## src/rtl/afifo_wr_ctrl.sv

```systemverilog
// rtl/afifo_wr_ctrl.sv - async FIFO write-domain control: pointers, memory write port, rptr sync, full/afull/level/overflow status
// Build option: define AFIFO_WR_SYNC3_EN for a 3-flop read-pointer synchroniser (default 2 flops).
module afifo_wr_ctrl #(
    parameter int DATA_WIDTH  = 32,
    parameter int ADDR_WIDTH  = 8,
    parameter int AFULL_LEVEL = 2**ADDR_WIDTH - 4
) (
    input  logic                  wclk,
    input  logic                  wrst_n,
    input  logic                  winc,
    input  logic [DATA_WIDTH-1:0] wdata,
    input  logic [ADDR_WIDTH:0]   rptr_gray,
    output logic                  mem_we,
    output logic [ADDR_WIDTH-1:0] mem_waddr,
    output logic [DATA_WIDTH-1:0] mem_wdata,
    output logic [ADDR_WIDTH:0]   wptr_gray,
    output logic                  wfull,
    output logic                  wafull,
    output logic [ADDR_WIDTH:0]   wlevel,
    output logic                  woverflow
);

    localparam int PW = ADDR_WIDTH + 1;
`ifdef AFIFO_WR_SYNC3_EN
    localparam int SYNC_STAGES = 3;
`else
    localparam int SYNC_STAGES = 2;
`endif
    localparam logic [31:0] AFULL_WORD = AFULL_LEVEL;
    localparam logic [PW-1:0] AFULL_CMP = AFULL_WORD[PW-1:0];

    logic [PW-1:0] wbin_q, wbin_d;
    logic [PW-1:0] wgray_q, wgray_d;
    logic [PW-1:0] wlevel_q, wlevel_d;
    logic          wfull_q, wfull_d;
    logic          wafull_q, wafull_d;
    logic          woverflow_q, woverflow_d;
    logic [PW-1:0] sync_q [SYNC_STAGES];
    logic [PW-1:0] wq_rptr;

    function automatic logic [PW-1:0] gray2bin(input logic [PW-1:0] g);
        logic [PW-1:0] b;
        b[PW-1] = g[PW-1];
        for (int i = PW - 2; i >= 0; i--) begin
            b[i] = b[i+1] ^ g[i];
        end
        return b;
    endfunction

    assign wq_rptr   = sync_q[SYNC_STAGES-1];
    assign mem_we    = winc & ~wfull_q;
    assign mem_waddr = wbin_q[ADDR_WIDTH-1:0];
    assign mem_wdata = wdata;
    assign wptr_gray = wgray_q;
    assign wfull     = wfull_q;
    assign wafull    = wafull_q;
    assign wlevel    = wlevel_q;
    assign woverflow = woverflow_q;

    // Next-state pointers and status; a write while full is dropped so the pointers hold.
    always_comb begin
        wbin_d      = wbin_q + {{ADDR_WIDTH{1'b0}}, mem_we};
        wgray_d     = wbin_d ^ (wbin_d >> 1);
        wfull_d     = (wgray_d == {~wq_rptr[PW-1:PW-2], wq_rptr[PW-3:0]});
        wlevel_d    = wbin_d - gray2bin(wq_rptr);
        wafull_d    = (wlevel_d >= AFULL_CMP);
        woverflow_d = woverflow_q | (winc & wfull_q);
    end

    // Read-pointer synchroniser: plain flop chain, nothing between stages.
    always_ff @(posedge wclk or negedge wrst_n) begin
        if (!wrst_n) begin
            for (int i = 0; i < SYNC_STAGES; i++) begin
                sync_q[i] <= '0;
            end
        end else begin
            sync_q[0] <= rptr_gray;
            for (int i = 1; i < SYNC_STAGES; i++) begin
                sync_q[i] <= sync_q[i-1];
            end
        end
    end

    // Write pointer and registered status flags.
    always_ff @(posedge wclk or negedge wrst_n) begin
        if (!wrst_n) begin
            wbin_q      <= '0;
            wgray_q     <= '0;
            wlevel_q    <= '0;
            wfull_q     <= 1'b0;
            wafull_q    <= 1'b0;
            woverflow_q <= 1'b0;
        end else begin
            wbin_q      <= wbin_d;
            wgray_q     <= wgray_d;
            wlevel_q    <= wlevel_d;
            wfull_q     <= wfull_d;
            wafull_q    <= wafull_d;
            woverflow_q <= woverflow_d;
        end
    end

endmodule

```

## config.mk

```make
export PLATFORM = sky130hd
export DESIGN_NAME = afifo_wr_ctrl
export DESIGN_NICKNAME = d
export VERILOG_FILES = /design/src/rtl/afifo_wr_ctrl.sv
export SDC_FILE = /design/constraint.sdc
export NUM_CORES = 1
export LEC_CHECK = 0
export CAP_MARGIN = 20
export CORE_UTILIZATION = 45
export DETAILED_ROUTE_END_ITERATION = 7
export PLACE_DENSITY_LB_ADDON = 0.3
export SLEW_MARGIN = 20
export SYNTH_ARGS = -nofsm -noshare
export SYNTH_HDL_FRONTEND = slang
export SYNTH_SLANG_ARGS = --single-unit
```

## constraint.sdc

```tcl
create_clock -name wclk -period 10.8 [get_ports wclk]
set_input_delay 2.16 -clock wclk [delete_from_list [all_inputs] [get_ports wclk]]
set_output_delay 2.16 -clock wclk [all_outputs]
set_load 0.03 [all_outputs]
```

==> metrics.cfg, run 1 <==
[placement]
routabilityCongestion = 0.7707
place_ws_ns = 5.128
hpwl_um = 3126
placed_area_um2 = 2703
io_buffers = 41

[worst_setup_path]
cp_common_cell = clkdlybuf4s50_1
cp.required_ns = 8.64
cp_top_family = buffers and inverters
cp_cell_sequence = clkdlybuf4s50_1 -> nor2b_1 -> clkdlybuf4s50_1
cp_max_fo = 2
worstSetupPathType = input port to output port
crit_arrival_ns = 3.52
cp-end-kind = output port
cpPeakStageDelay_ns = 0.69
critPathBufInv = 2
slowest_stage = clkdlybuf4s50_1
startpoint_type = input port

[global_routing]
track_usage_pct = 16.44
grt_pass1_vias = 1509
grt_pass1_wl_um = 7279
grt_max_degree = 48
antenna_found_initial = 0
grt.overflow.total = 0

[clock_network]
clk_latency_ns = 0.29
post_cts_resized = 0
cts_buffers = 5
post_cts_buffers = 0
root_buffer = clkbuf_8
tritoncts = built
clock_sinks = 47
cts.clk_slew.worst_paths_ns = 0.08
htree_levels = 2
hold_buffers = 0
clock_path_buffers = 2

[synthesis]
syn_inst = 220
synth_seq_cells = 47
yosys-top-cells-area = dfrtp_1 47%, buf_4 9.7%, xor2_1 6.0%
synthArstFlopShare_pct = 100.0
yosysMostFrequentCell = dfrtp_1
synth_top_cell_area_share_pct = 47.47
synth_flop_cell = dfrtp_1
synth_edf_count = 0
ys_types = 46
syn_area_um2 = 2477
yosys_warnings = 0
synth_nets = 275
synth.yosys.seq_area_share_pct = 47.47
syn_avg_cell_area_um2 = 11.26
synth_top_area_cell = dfrtp_1
yosys-top-cells-count = 47 x dfrtp_1, 32 x buf_4, 17 x xor2_1

[die]
initial_utilization_pct = 47.60
dieArea_um2 = 5806
pin_count = 106
std_cell_rows = 26
core-area_um2 = 5205
die_w_um = 76.20
die_h_um = 76.20

[worst_hold_path]
hold_path_class = flop to flop

[layout]
n_fill_cell = 478
design_area_um2 = 2823
area_growth_pct = 13.94
drive_gt1_share_pct = 7.359
num_antenna_cells = 0
layout.nets = 285

[sta]
fin_crit_ns = 5.677
fin_setup_tns_ns = 0
setup_slack_ns = 5.123
finalSetupViolCount = 0
slew_viol_final = 0
worst_pin_slew_ns = 0.5613
hold_violations = 0
relSlewSlack_pct = 62.58
skew_ns = 0.002466
rsz0062_at_grt = false
min_period_over_period_pct = 52.56
fmax_mhz = 176.2

[pwr]
power_leakage_nw = 1.253
p_sw_share_pct = 42.17
irDropWorstVdd_mv = 0.2004
powerDensity_nw_per_um2 = 310.9
power_switching_w = 0.0003700
p_seq_share_pct = 30.7
intPower_w = 0.0005074
p_clk_share_pct = 14.7
comb_power_share_pct = 54.6

[run_status]
status = finished clean

[routing]
drt_wl_total_um = 4258
routedWlPerCell_um = 14.15
drc_errors = 0
drtPass1Iterations = 4
drtIter0Drc = 136
ant_nets = 0
vias_per_cell = 4.980
vias = 1499

[run]
max_cap_viol_count = 0

registers in the layout (all words and copies together), names as in the netlist:
| signal | cells |
|---|---|
| woverflow | 1 |
| wbin_q | 9 |
| wq_rptr | 9 |
| wptr_gray | 8 |
| wlevel | 9 |
| wfull | 1 |
| sync_q | 9 |
| wafull | 1 |
stage by stage:
step / util, % / total power (W) / hold slack, ns / cells
finish: 54.23 / 0.0008774 / 0.3512 / 301
global route: 54.23 / 0.0009475 / 0.3596 / 301
CTS: 54.18 / 0.0008873 / 0.3548 / 301
detailed placement: 51.92 / 0.0007485 / 0.3358 / 293
global placement: 51.92 / 0.0007425 / 0.3314 / 293
floorplan: - / 0.0006221 / 0.3312 / 220
power by group through the flow:
| stage | logic (W) | clock network (W) | registers [W] |
|---|---|---|---|
| 3_3_place_gp | 0.000471 | 0 | 0.000272 |
| 2_1_floorplan | 0.000278 | 0 | 0.000344 |
| 5_1_grt | 0.000527 | 0.000143 | 0.000278 |
| 4_1_cts | 0.000484 | 0.000133 | 0.000270 |
| 3_5_place_dp | 0.000476 | 0 | 0.000272 |
| 6_report | 0.000479 | 0.000129 | 0.000269 |
cell families (layout without fill, tap and decap cells):
group | count (synthesis) | count (layout) | share of synthesized area (%)
flops | 47 | 47 | 47.47
buf+inv | 46 | 57 | 12.02
xor+xnor | 39 | 39 | 15.61
simple gates | 38 | 38 | 7.879
compound gates | 37 | 37 | 10.30
fa+ha+maj | 11 | 11 | 5.859
mux | 2 | 2 | 0.8586
metal layers:
layer	GRT usage, %	routed length, µm	up-vias	share of wire [%]
met1	20.35	1731	696	41
met2	25.00	2016	57	47
met4	12.12	240	0	5.6
li1	-	-	721	-
met5	0	0	-	0
met3	4.072	270	25	6.3
placed cells by master (no fill, tap or decap), types with 5 or more instances in the layout:
| cell type | synthesis | layout |
|---|---|---|
| clkdlybuf4s50_1 | 0 | 40 |
| dfrtp_1 | 47 | 47 |
| xnor2_1 | 16 | 16 |
| o21ai_0 | 5 | 5 |
| a21oi_1 | 7 | 7 |
| xor2_1 | 17 | 17 |
| nand2_1 | 9 | 9 |
| inv_1 | 8 | 8 |
| clkbuf_8 | 0 | 6 |
| ha_1 | 10 | 10 |
| nor2_1 | 11 | 11 |
layout make-up:
type | count | area [µm²] | share of cell area, %
multi-input combinational | 127 | 1003 | 35.55
sequential | 47 | 1176 | 41.67
timing repair buffer | 41 | 407.9 | 14.45
inverter | 8 | 30.03 | 1.064
clock buffer | 6 | 82.58 | 2.926
tap | 70 | 87.58 | 3.103
clock inverter | 2 | 35.03 | 1.241
final timing paths:
path	start	slack (ns)	cells past startpoint	endpoint
setup / recovery	winc	5.12	3	mem_we
hold / removal	sync_q[12]	0.35	0	wq_rptr[3]
setup reg to reg	wq_rptr[5]	6.92	15	wafull
hold reg to reg	sync_q[12]	0.35	0	wq_rptr[3]
max in group asynchronous	wrst_n	8.57	1	sync_q[13]
min in group asynchronous	wrst_n	1.86	1	wq_rptr[2]
No activity file was read; power rests on OpenSTA's default activity.
==> inputs of run 2 (changes only) <==
--- a/config.mk
+++ b/config.mk
@@ -6,7 +6,7 @@
 export NUM_CORES = 1
 export LEC_CHECK = 0
 export CAP_MARGIN = 20
-export CORE_UTILIZATION = 45
+export CORE_UTILIZATION = 43
 export DETAILED_ROUTE_END_ITERATION = 7
 export PLACE_DENSITY_LB_ADDON = 0.3
 export SLEW_MARGIN = 20
==> constraint.sdc (replaced) <==
create_clock -name wclk -period 5.55 [get_ports wclk]
set_input_delay 1.11 -clock wclk [delete_from_list [all_inputs] [get_ports wclk]]
set_output_delay 1.11 -clock wclk [all_outputs]
set_load 0.03 [all_outputs]
==> run 2 against run 1 <==
Via count fell by 1.8%. Sequential share of layout area rose by 0.22 points. Largest power group unchanged. Count of clock-buffer cells in the layout rose by 2. Non-clock buffer count did not move. Combinational power rose by 92%. Wire length fell by 6.5%. Worst setup slack got worse by 3.6 ns. Cell area fell by 0.53%. Die area rose by 4.5%. Largest cell class unchanged. Global-route usage fell by 2.3 points. Clock power rose by 67%.
==> metrics.cfg, run 2 (synthesized netlist as in run 1, its figures left out) <==
[run_status]
status = finished clean

[die]
std_cell_rows = 27
die_h_um = 77.91
pin_count = 106
dieArea_um2 = 6069
core-area_um2 = 5540
initial_utilization_pct = 44.72
die_w_um = 77.91

[worst_setup_path]
cp_top_family = adder cells
r2r_setup_slack_ns = 1.69
cp_common_cell = ha_1
r2r-start = wq_rptr[5]
critPathBufInv = 2
crit-reg2reg-capture = wafull
slowest_stage = clkdlybuf4s50_1
cp-end-kind = flop
cpPeakStageDelay_ns = 0.47
cp_cell_sequence = clkdlybuf4s50_1 -> nor2b_1 -> ha_1 -> ha_1 -> nand3_2 -> nor2_1 -> xnor2_1 -> inv_1 -> ha_1 -> o21a_1 -> a21o_1 -> a21oi_1 -> xor2_1 -> a41o_1
cp_max_fo = 7
crit_start = winc
worstSetupPathType = input port to flop
cp.required_ns = 5.73
startpoint_type = input port
crit_arrival_ns = 4.23
reg2reg_depth = 15

[routing]
vias_per_cell = 4.858
drt_wl_total_um = 3983
drtPass1Iterations = 4
ant_nets = 0
routedWlPerCell_um = 13.15
drc_errors = 0
drtIter0Drc = 42
vias = 1472

[layout]
design_area_um2 = 2808
layout.nets = 285
final_common_cell = dfrtp_1
drive_gt1_share_pct = 6.926
final_cell_mix = 47 x dfrtp_1, 40 x clkdlybuf4s50_1, 17 x xor2_1, 16 x xnor2_1, 11 x nor2_1
area_growth_pct = 13.33
num_antenna_cells = 0

[sta]
skew_ns = 0.005317
fin_setup_tns_ns = 0
rsz0062_at_grt = false
relSlewSlack_pct = 62.19
fmax_mhz = 246.5
hold_violations = 0
min_period_over_period_pct = 73.10
slew_viol_final = 0
worst_pin_slew_ns = 0.5672
fin_hold_ws_ns = 0.3511
fin_crit_ns = 4.057
finalSetupViolCount = 0

[clock_network]
htree_levels = 2
cts.clk_slew.worst_paths_ns = 0.08
clk_latency_ns = 0.29
cts_buffers = 5
root_buffer = clkbuf_8
clock_path_buffers = 2
hold_buffers = 0
clock_sinks = 47
post_cts_buffers = 0
post_cts_resized = 0
tritoncts = built

[global_routing]
antenna_found_initial = 0
track_usage_pct = 14.11
grt_pass1_vias = 1425
grt.overflow.total = 0
grt_max_degree = 48
grt_pass1_wl_um = 6610

[run]
max_cap_viol_count = 0

[pwr]
powerDensity_nw_per_um2 = 590.9
power_leakage_nw = 1.244
irDropWorstVdd_mv = 0.3551

[worst_hold_path]
hold_path_class = flop to flop
holdPathStages = 0
min_from = sync_q[11]
min_to = wq_rptr[2]

[placement]
io_buffers = 41
routabilityCongestion = 0.7744
placed_area_um2 = 2705
hpwl_um = 2855

[run 2: how the worst max path moves through the flow]
stage / end / slack, ns / depth (start not counted)
after detailed placement: wafull / 1.20 / 12
final: wafull / 1.49 / 14
after CTS: wafull / 1.50 / 12
after floorplan: wafull / 1.54 / 14
after global placement: wafull / 1.29 / 12
after global routing: wafull / 1.27 / 14
[run 2: area by class of cell]
type                            instances  area (µm²)
Tap cell                               72       90.09
Timing Repair Buffer                   41       407.9
Fill cell                             487        2733
Multi-Input combinational cell        127        1003
Inverter                                8       30.03
Sequential cell                        47        1176
Clock buffer                            8       100.1
[run 2: worst register-to-register path: cells and delay by family, from the launching register on]
family	cells	cell delay [ns]
xor+xnor	7	1.47
compound gates	5	1.01
buf+inv	1	0.06
flops	1	0.59
fa+ha+maj	2	0.61
[run 2: per-stage QoR]
step / std cells / utilization, % / setup WS, ns / power [W]
final: 303 / 50.68 / 1.493 / 0.001659
after global routing: 303 / 50.68 / 1.272 / 0.001792
after CTS: 303 / 50.63 / 1.502 / 0.001680
after detailed placement: 295 / 48.83 / 1.199 / 0.001448
after global placement: 295 / 48.83 / 1.294 / 0.001446
after floorplan: 220 / - / 1.537 / 0.001211
[run 2: routing by layer]
layer	vias to the layer above	wire length (µm)	part of all wire [%]	track usage [%]
met2	44	1779	45	20.80
met4	0	93	2.3	8.519
li1	724	-	-	-
met3	13	191	4.8	2.941
met1	691	1919	48	19.04
met5	-	0	0	0
[run 2: where the power goes]
group,internal (W),leakage (nW),switching [W]
registers,0.000444,0.566,0.0000808
clock network,0.000114,0.0515,0.000102
logic,0.000395,0.626,0.000523
total,0.000953,1.24,0.000707
